`src/rtl/demux_1to2_stream.sv`:
```
// Buffered 1-to-2 stream demultiplexer: routes each input word to output 0 or 1 by Selector.
// Each output owns a one-entry holding register and a wrapping delivered-word counter.
module demux_1to2_stream #(
    parameter int WORD_LENGTH = 32,
    parameter int COUNT_WIDTH = 8
) (
    input  logic                   clk,
    input  logic                   reset,
    input  logic                   Selector,
    input  logic                   In_Valid,
    input  logic [WORD_LENGTH-1:0] In_Data,
    output logic                   In_Ready,
    output logic                   Out0_Valid,
    output logic [WORD_LENGTH-1:0] Out0_Data,
    input  logic                   Out0_Ready,
    output logic                   Out1_Valid,
    output logic [WORD_LENGTH-1:0] Out1_Data,
    input  logic                   Out1_Ready,
    output logic [COUNT_WIDTH-1:0] Count0,
    output logic [COUNT_WIDTH-1:0] Count1
);

    // Valid/ready: a word moves on a rising edge where both valid and ready are high;
    // valid never depends on ready, and a held word stays stable until it is taken.
    typedef enum logic {EMPTY = 1'b0, FULL = 1'b1} state_t;

    state_t state0_q, state0_d;
    state_t state1_q, state1_d;
    logic   accept, accept0, accept1;
    logic   hs0, hs1;

    // The output state doubles as the valid flag, so the FSM state is directly observable.
    assign Out0_Valid = (state0_q == FULL);
    assign Out1_Valid = (state1_q == FULL);

    assign hs0 = Out0_Valid && Out0_Ready;
    assign hs1 = Out1_Valid && Out1_Ready;

    // Ready looks only at the selected slot; a slot being drained this edge can take a new word.
    assign In_Ready = Selector ? (!Out1_Valid || Out1_Ready) : (!Out0_Valid || Out0_Ready);

    assign accept  = In_Valid && In_Ready;
    assign accept0 = accept && !Selector;
    assign accept1 = accept &&  Selector;

    always_comb begin
        state0_d = state0_q;
        state1_d = state1_q;
        case (state0_q)
            EMPTY:   if (accept0) state0_d = FULL;
            FULL:    if (hs0 && !accept0) state0_d = EMPTY;
            default: state0_d = EMPTY;
        endcase
        case (state1_q)
            EMPTY:   if (accept1) state1_d = FULL;
            FULL:    if (hs1 && !accept1) state1_d = EMPTY;
            default: state1_d = EMPTY;
        endcase
    end

    always_ff @(posedge clk or negedge reset) begin
        if (!reset) begin
            state0_q <= EMPTY;
            state1_q <= EMPTY;
        end else begin
            state0_q <= state0_d;
            state1_q <= state1_d;
        end
    end

    // Data registers load only on accept, so a drained slot keeps showing its last word.
    always_ff @(posedge clk or negedge reset) begin
        if (!reset) begin
            Out0_Data <= '0;
            Out1_Data <= '0;
        end else begin
            if (accept0) Out0_Data <= In_Data;
            if (accept1) Out1_Data <= In_Data;
        end
    end

    always_ff @(posedge clk or negedge reset) begin
        if (!reset) begin
            Count0 <= '0;
            Count1 <= '0;
        end else begin
            if (hs0) Count0 <= Count0 + COUNT_WIDTH'(1);
            if (hs1) Count1 <= Count1 + COUNT_WIDTH'(1);
        end
    end

endmodule
```
`config.mk`:
```
export PLATFORM = sky130hd
export DESIGN_NAME = demux_1to2_stream
export DESIGN_NICKNAME = d
export VERILOG_FILES = /design/src/rtl/demux_1to2_stream.sv
export SDC_FILE = /design/constraint.sdc
export NUM_CORES = 1
export LEC_CHECK = 0
export CAP_MARGIN = 20
export CELL_PAD_IN_SITES_DETAIL_PLACEMENT = 0
export CELL_PAD_IN_SITES_GLOBAL_PLACEMENT = 2
export CORE_MARGIN = 5
export CORE_UTILIZATION = 31
export DETAILED_ROUTE_END_ITERATION = 10
export GPL_TIMING_DRIVEN = 0
export PLACE_DENSITY_LB_ADDON = 0.1
export RECOVER_POWER = 25
export SETUP_SLACK_MARGIN = 0.05
export SYNTH_ARGS = -nofsm -noshare
export SYNTH_HDL_FRONTEND = slang
export SYNTH_SLANG_ARGS = --single-unit
```
`constraint.sdc`:
```
create_clock -name clk -period 1.7 [get_ports clk]
set_input_delay 0.425 -clock clk [delete_from_list [all_inputs] [get_ports clk]]
set_output_delay 0.425 -clock clk [all_outputs]
set_load 0.02 [all_outputs]
```
==> results of run 1 <==
==> power groups by stage <==
stage	combinational, uW	clock, uW	sequential, uW
after floorplan	672	0	3160
after global placement	2260	0	2700
after detailed placement	2280	0	2700
after CTS	1990	1600	2660
after global routing	2090	1680	2710
final	1970	1530	2650
==> registers in the layout, summed over array words and instances, names as in the netlist <==
register and cells:
Out0_Data 32, Count1 8, Count0 8, Out1_Valid 1, Out1_Data 32, Out0_Valid 1
==> cell families (layout without fill, tap and decap cells) <==
| group | after synthesis | in the layout |
|---|---|---|
| xor gates and xnor gates | 14 | 14 |
| adders and majority gates | 2 | 2 |
| buffers and inverters | 8 | 148 |
| DFF | 82 | 82 |
| muxes | 67 | 67 |
| and+or+nand+nor | 28 | 28 |
==> metal layers <==
metal | GRT usage (%) | up-vias | routed length (um)
li1 | - | 973 | -
met1 | 16.30 | 1031 | 3585
met4 | 3.016 | 0 | 71
met5 | 0 | - | 0
met2 | 17.80 | 75 | 3505
met3 | 4.909 | 6 | 717
==> final cells by class <==
cell class	instances	area [um2]
plain buffers	8	110.1
clock buffers	11	131.4
repair buffers	124	1139
multi-input cells	111	1310
flip-flops and latches	82	2053
fillers	1008	5891
clock inverters	5	78.83
well taps	140	175.2
==> final timing paths <==
| check | from | to | slack (ns) | depth (start not counted) |
|---|---|---|---|---|
| setup reg to reg | Out1_Valid | Out1_Data[13] | 0.22 | 6 |
| hold / removal | reset | Count1[4] | 0.27 | 1 |
| hold reg to reg | Count1[7] | Count1[7] | 0.46 | 1 |
| min in group clk | Count1[7] | Count1[7] | 0.46 | 1 |
| max in group asynchronous | reset | Out0_Valid | 0.64 | 2 |
| setup / recovery | Out0_Ready | In_Ready | 0.06 | 4 |
==> cells in the mapped netlist <==
library cell	count	area, um2
buf_12	3	60.06
nor4_1	1	6.260
dfrtp_1	82	2052
mux2_2	8	90.09
nand2_2	1	6.260
nor3_1	2	10.01
and2_2	1	7.510
buf_2	1	5.000
buf_6	4	45.04
xor2_1	7	61.31
ha_1	2	25.02
and3_1	2	12.51
nand3b_4	1	20.02
mux2_4	59	885.9
xnor2_1	7	61.31
and4_1	1	8.760
nand2b_4	2	27.53
nor2_1	2	7.510
nand4_1	3	18.77
nand2_1	9	33.78
nand3_1	2	10.01
nor2b_4	1	13.76
==> timing repair <==
item	in CTS	in global routing
setup buffers	0	3
resized for setup	88	6
setup endpoints to repair	83	1
==> per-stage QoR <==
step	area (um2)	setup slack (ns)	instances	total power (uW)	TNS, ns
floorplan	3468	0.3147	201	3830	0
global placement	4845	-2.957	461	4959	-256.80
detailed placement	4862	-0.5944	462	4979	-14.50
CTS	4962	-0.1486	478	6246	-0.1486
global route	4997	0.002282	481	6485	0
finish	4997	0.05877	481	6141	0
==> critical path, delay by kind of cell <==
family / cells / cell delay, ns
and+or+nand+nor: 1 / 0.18
muxes: 1 / 0.27
buffers and inverters: 2 / 0.34
==> layout by cell type (no fill, tap or decap), types with 3 or more instances in the layout <==
cell              n
dlygate4sd2_1    83
dfrtp_1          81
mux2_4           60
clkdlybuf4s50_1  33
nand2_1           9
clkbuf_8          9
xor2_1            7
xnor2_1           7
mux2_2            7
buf_6             5
buf_12            4
nand4_1           3
buf_4             3
==> flow_summary_export.csv, run 1 <==
group,metric,value,unit
status,status,"complete, no violations",
pwr,power_density,1229,nW/um2
timing,skew,0.01451,ns
pwr,leakage,0.002483,uW
min_path,hold_path_class,"input pin to asynchronous set/reset pin",
synth,synth-xor-area-share,3.535,%
clock_network,clk_path_buf_depth,2,
pwr,p_switching,1978,uW
setup_path,cp-start-kind,"input pin",
place,place_congestion,0.6800,
pwr,swShare,32.21,%
finish,postLayoutCoreUtil,45.90,%
setup_path,crit_path_max_incr_delay,0.27,ns
setup_path,required,1.27,ns
setup_path,crit_chain,"clkdlybuf4s15_1, nand2b_4, mux2_4, buf_6",
detailed_routing,drt_iter0_markers,38,
clock_network,cts_tree,"done",
synth,syn_nets,241,
timing,tightestPinTransition,1.093,ns
timing,drv_slew,0,
setup_path,arrival,1.22,ns
place,place_hpwl,5670,um
synth,synth_fa_ha_area_share,0.7215,%
global_routing,grt_pass1_vias,2241,
synth,synth-compound-area-share,0,%
finish,synthToLayoutAreaGrowth,44.08,%
synth,syn_area,3468,um2
floorplan,io_pins,121,
detailed_routing,final_antenna_net_count,0,
synth,ys_ff_latch,82,
flow_run,maxCapViolCount,0,
detailed_routing,totalWireLength,7879,um
finish,antenna_cells,0,
global_routing,grt_usage,11.96,%
detailed_routing,viasPerCell,4.335,
clock_network,cts.clk_slew.worst_paths,0.09,ns
pwr,p_int,4163,uW
global_routing,grt_pass1_wl,12450,um
setup_path,crit_type,"input pin to primary output",
clock_network,htreeDepth,3,
floorplan,placementRows,38,
finish,drive_gt1_share,29.91,%
detailed_routing,vias,2085,
pwr,power_frac_comb,32.0,%
pwr,power_frac_seq,43.1,%
pwr,pwr-share-clk,24.9,%
global_routing,gr-total-overflow,0,
clock_network,cts_root_buf,"clkbuf_8",
clock_network,hold_buffers,0,
synth,yosysSeqAreaShare,59.16,%
timing,rsz0062_at_grt,"yes",
clock_network,clk_latency,0.34,ns
global_routing,grt_max_degree,43,
setup_path,crit_path_end_kind,"primary output",
synth,ys.warnings.count,0,
synth,synth-simple-area-share,5.267,%
synth,avgSynthCellArea,17.26,um2
floorplan,die_area,13400,um2
clock_network,cts_made_buffers,9,
detailed_routing,avgRoutedWirePerCell,16.38,um
timing,finalHoldViolCount,0,
detailed_routing,drt_first_pass_iters,3,
timing,setup_viol,0,
timing,finalCriticalPeriod,1.641,ns
setup_path,slowest_stage,"mux2_4",
timing,whs,0.2706,ns
floorplan,die_h,115.8,um
synth,postSynthCellCount,201,
synth,synth_top_family_by_area,"multiplexers",
global_routing,antenna_found_initial,0,
floorplan,initial_utilization,31.85,%
clock_network,cts_sinks,82,
timing,slew_headroom,27.14,%
pwr,ir_worst_vdd,0.6134,mV
synth,ys_types,22,
floorplan,die_w,115.8,um
setup_path,crit_path_max_fanout,3,
floorplan,core,10890,um2
timing,fmaxAchievable,609.3,MHz
detailed_routing,drc,0,
finish,nets,376,
synth,muxShareOfSynthArea,28.14,%
timing,fin_crit_sh,96.54,%
place,io_buffers,120,
No activity file was read; power rests on OpenSTA's default activity.
==> run 2: changes to the inputs <==
--- a/config.mk
+++ b/config.mk
@@ -5,11 +5,11 @@
 export SDC_FILE = /design/constraint.sdc
 export NUM_CORES = 1
 export LEC_CHECK = 0
-export CAP_MARGIN = 20
+export CAP_MARGIN = 40
 export CELL_PAD_IN_SITES_DETAIL_PLACEMENT = 0
 export CELL_PAD_IN_SITES_GLOBAL_PLACEMENT = 2
 export CORE_MARGIN = 5
-export CORE_UTILIZATION = 31
+export CORE_UTILIZATION = 28
 export DETAILED_ROUTE_END_ITERATION = 10
 export GPL_TIMING_DRIVEN = 0
 export PLACE_DENSITY_LB_ADDON = 0.1
==> constraint.sdc (replaced) <==
create_clock -name clk -period 1.4 [get_ports clk]
set_input_delay 0.35 -clock clk [delete_from_list [all_inputs] [get_ports clk]]
set_output_delay 0.35 -clock clk [all_outputs]
set_load 0.02 [all_outputs]
==> run 2 against run 1 <==
The flow now finishes with violations (negative setup slack). Die area increased by 9.8%. Design area increased by 2.6%. Power increased by 30%. Global-route usage increased by 0.27 points. First-iteration DRC count increased by 120%. Via count increased by 5.0%. Final cell count increased by 10%. Non-clock buffer count increased by 22. Combinational power increased by 33%. Register-to-register slack got worse by 0.35 ns. Count of clock-buffer cells in the layout decreased by 1. Utilization decreased by 3.4 points.
==> flow_summary_export.csv, run 2 (same netlist as run 1, synthesis figures left out) <==
group,metric,value,unit
detailed_routing,vias,2190,
min_path,hold_path_class,"input pin to asynchronous set/reset pin",
timing,skew,0.003493,ns
floorplan,core,12060,um2
pwr,pwr-share-clk,27.5,%
global_routing,grt_usage,12.23,%
setup_path,endpoint,"In_Ready",
place,place_congestion,0.7132,
timing,slew_headroom,31.93,%
timing,worst_slack,-0.1373,ns
floorplan,placementRows,40,
setup_path,required,1.05,ns
clock_network,htreeDepth,3,
place,place_hpwl,5760,um
setup_path,cp-start-kind,"flip-flop",
floorplan,initial_utilization,28.76,%
detailed_routing,final_antenna_net_count,0,
timing,finalHoldViolCount,0,
setup_path,slowest_stage,"dfrtp_2",
global_routing,gr-total-overflow,0,
place,io_buffers,120,
setup_path,reg2regPathDepth,7,
timing,rsz0062_at_grt,"yes",
timing,fin_crit_sh,109.8,%
clock_network,cts_made_buffers,9,
setup_path,crit_chain,"nand2b_4, mux2_4, buf_6",
pwr,power_frac_comb,32.9,%
pwr,p_switching,2585,uW
setup_path,crit_type,"flip-flop to primary output",
detailed_routing,avgRoutedWirePerCell,16.84,um
setup_path,ff2ff_setup_slack,-0.13,ns
place,dpl_cell_area,4906,um2
setup_path,r2r-end,"Out1_Data[10]",
pwr,leakage,0.002573,uW
setup_path,startpoint,"Out1_Valid",
clock_network,cts_root_buf,"clkbuf_16",
flow_run,maxCapViolCount,0,
clock_network,cts_tree,"done",
place,placedCellCount,490,
finish,layoutNonFillerInstCount,531,
setup_path,crit_path_max_incr_delay,0.39,ns
pwr,p_int,5380,uW
finish,drive_gt1_share,57.58,%
floorplan,die_h,121.3,um
global_routing,grt_pass1_wl,13630,um
timing,finalCriticalPeriod,1.537,ns
clock_network,cts.clk_slew.worst_paths,0.06,ns
global_routing,grt_pass1_vias,2395,
timing,fmaxAchievable,650.5,MHz
detailed_routing,totalWireLength,8941,um
setup_path,crit_path_end_kind,"primary output",
detailed_routing,drt_first_pass_iters,4,
status,failed_checks,"negative setup slack",
status,status,"complete, but fails checks",
timing,tightestPinTransition,1.021,ns
timing,setup_viol,52,
floorplan,die_w,121.3,um
floorplan,io_pins,121,
setup_path,crit_path_max_fanout,3,
finish,reg.largest.list,"Out0_Data (32), Out1_Data (32)",
finish,fin_area,5129,um2
finish,antenna_cells,0,
pwr,ir_worst_vdd,0.8381,mV
detailed_routing,drc,0,
place,pre_cts_ws,-0.7662,ns
clock_network,clk_path_buf_depth,2,
global_routing,antenna_found_initial,0,
clock_network,cts_sinks,82,
pwr,swShare,32.46,%
finish,nets,398,
detailed_routing,drt_iter0_markers,85,
timing,drv_slew,0,
finish,layout_common_cells,"dfrtp_1 (80), buf_2 (80), mux2_4 (65)",
detailed_routing,viasPerCell,4.124,
clock_network,clk_latency,0.34,ns
global_routing,grt_max_degree,44,
finish,synthToLayoutAreaGrowth,47.87,%
floorplan,die_area,14710,um2
setup_path,arrival,1.19,ns
pwr,power_frac_seq,39.6,%
pwr,power_density,1553,nW/um2
setup_path,reg2reg_from,"Out1_Valid",
run 2: area by class of cell:
cell class                      count  area, um2
Tap cell                          168      210.2
Clock buffer                       10      239.0
Multi-Input combinational cell    111       1334
Clock inverter                      6      32.53
Timing Repair Buffer              146       1122
Fill cell                        1170       6933
Sequential cell                    82       2054
Buffer                              8      136.4
run 2: repair_timing:
action | in CTS | in global routing
setup endpoints to repair | 144 | 107
resized for setup | 309 | 51
gates cloned | 2 | 4
hold buffers | 0 | 0
setup buffers | 18 | 4
run 2: worst min-delay path by stage:
stage	slack, ns	endpoint	start
floorplan	0.05	Count0[0]	reset
global placement	0.45	Count1[7]	Count1[7]
detailed placement	0.38	Count1[3]	reset
CTS	0.008	Count1[3]	reset
global route	0.27	Count1[3]	reset
finish	0.17	Count1[3]	reset
run 2: power by group through the flow:
| stage | Clock (uW) | Combinational, uW | Sequential [uW] |
|---|---|---|---|
| 4_1_cts | 2290 | 2780 | 3170 |
| 3_5_place_dp | 0 | 2770 | 3280 |
| 2_1_floorplan | 0 | 816 | 3840 |
| 6_report | 2190 | 2620 | 3150 |
| 3_3_place_gp | 0 | 2750 | 3290 |
| 5_1_grt | 2390 | 2810 | 3220 |
run 2: critical path, delay by kind of cell, from the launching register on:
family / cells / cell delay [ns]
buffers and inverters: 1 / 0.13
flip-flops: 1 / 0.39
multiplexers: 1 / 0.26
AND/OR/NAND/NOR: 1 / 0.06
run 2: per-stage QoR:
step | hold WS [ns] | util, % | setup TNS (ns) | total power, uW
finish | 0.1732 | 42.52 | -3.704 | 7965
global route | 0.2688 | 42.52 | -5.943 | 8424
CTS | 0.007939 | 43.86 | -4.709 | 8235
detailed placement | 0.3782 | 40.67 | -32.45 | 6049
global placement | 0.4546 | 40.47 | -296.19 | 6034
floorplan | 0.05441 | - | 0 | 4651
run 2: per-layer routing:
metal  up-vias  global-route usage, %  routed length (um)
met1      1093                  15.08                3991
met4         0                  4.202                 127
li1       1009                      -                   -
met2        78                  18.24                4050
met3        10                  6.480                 772
met5         -                      0                   0
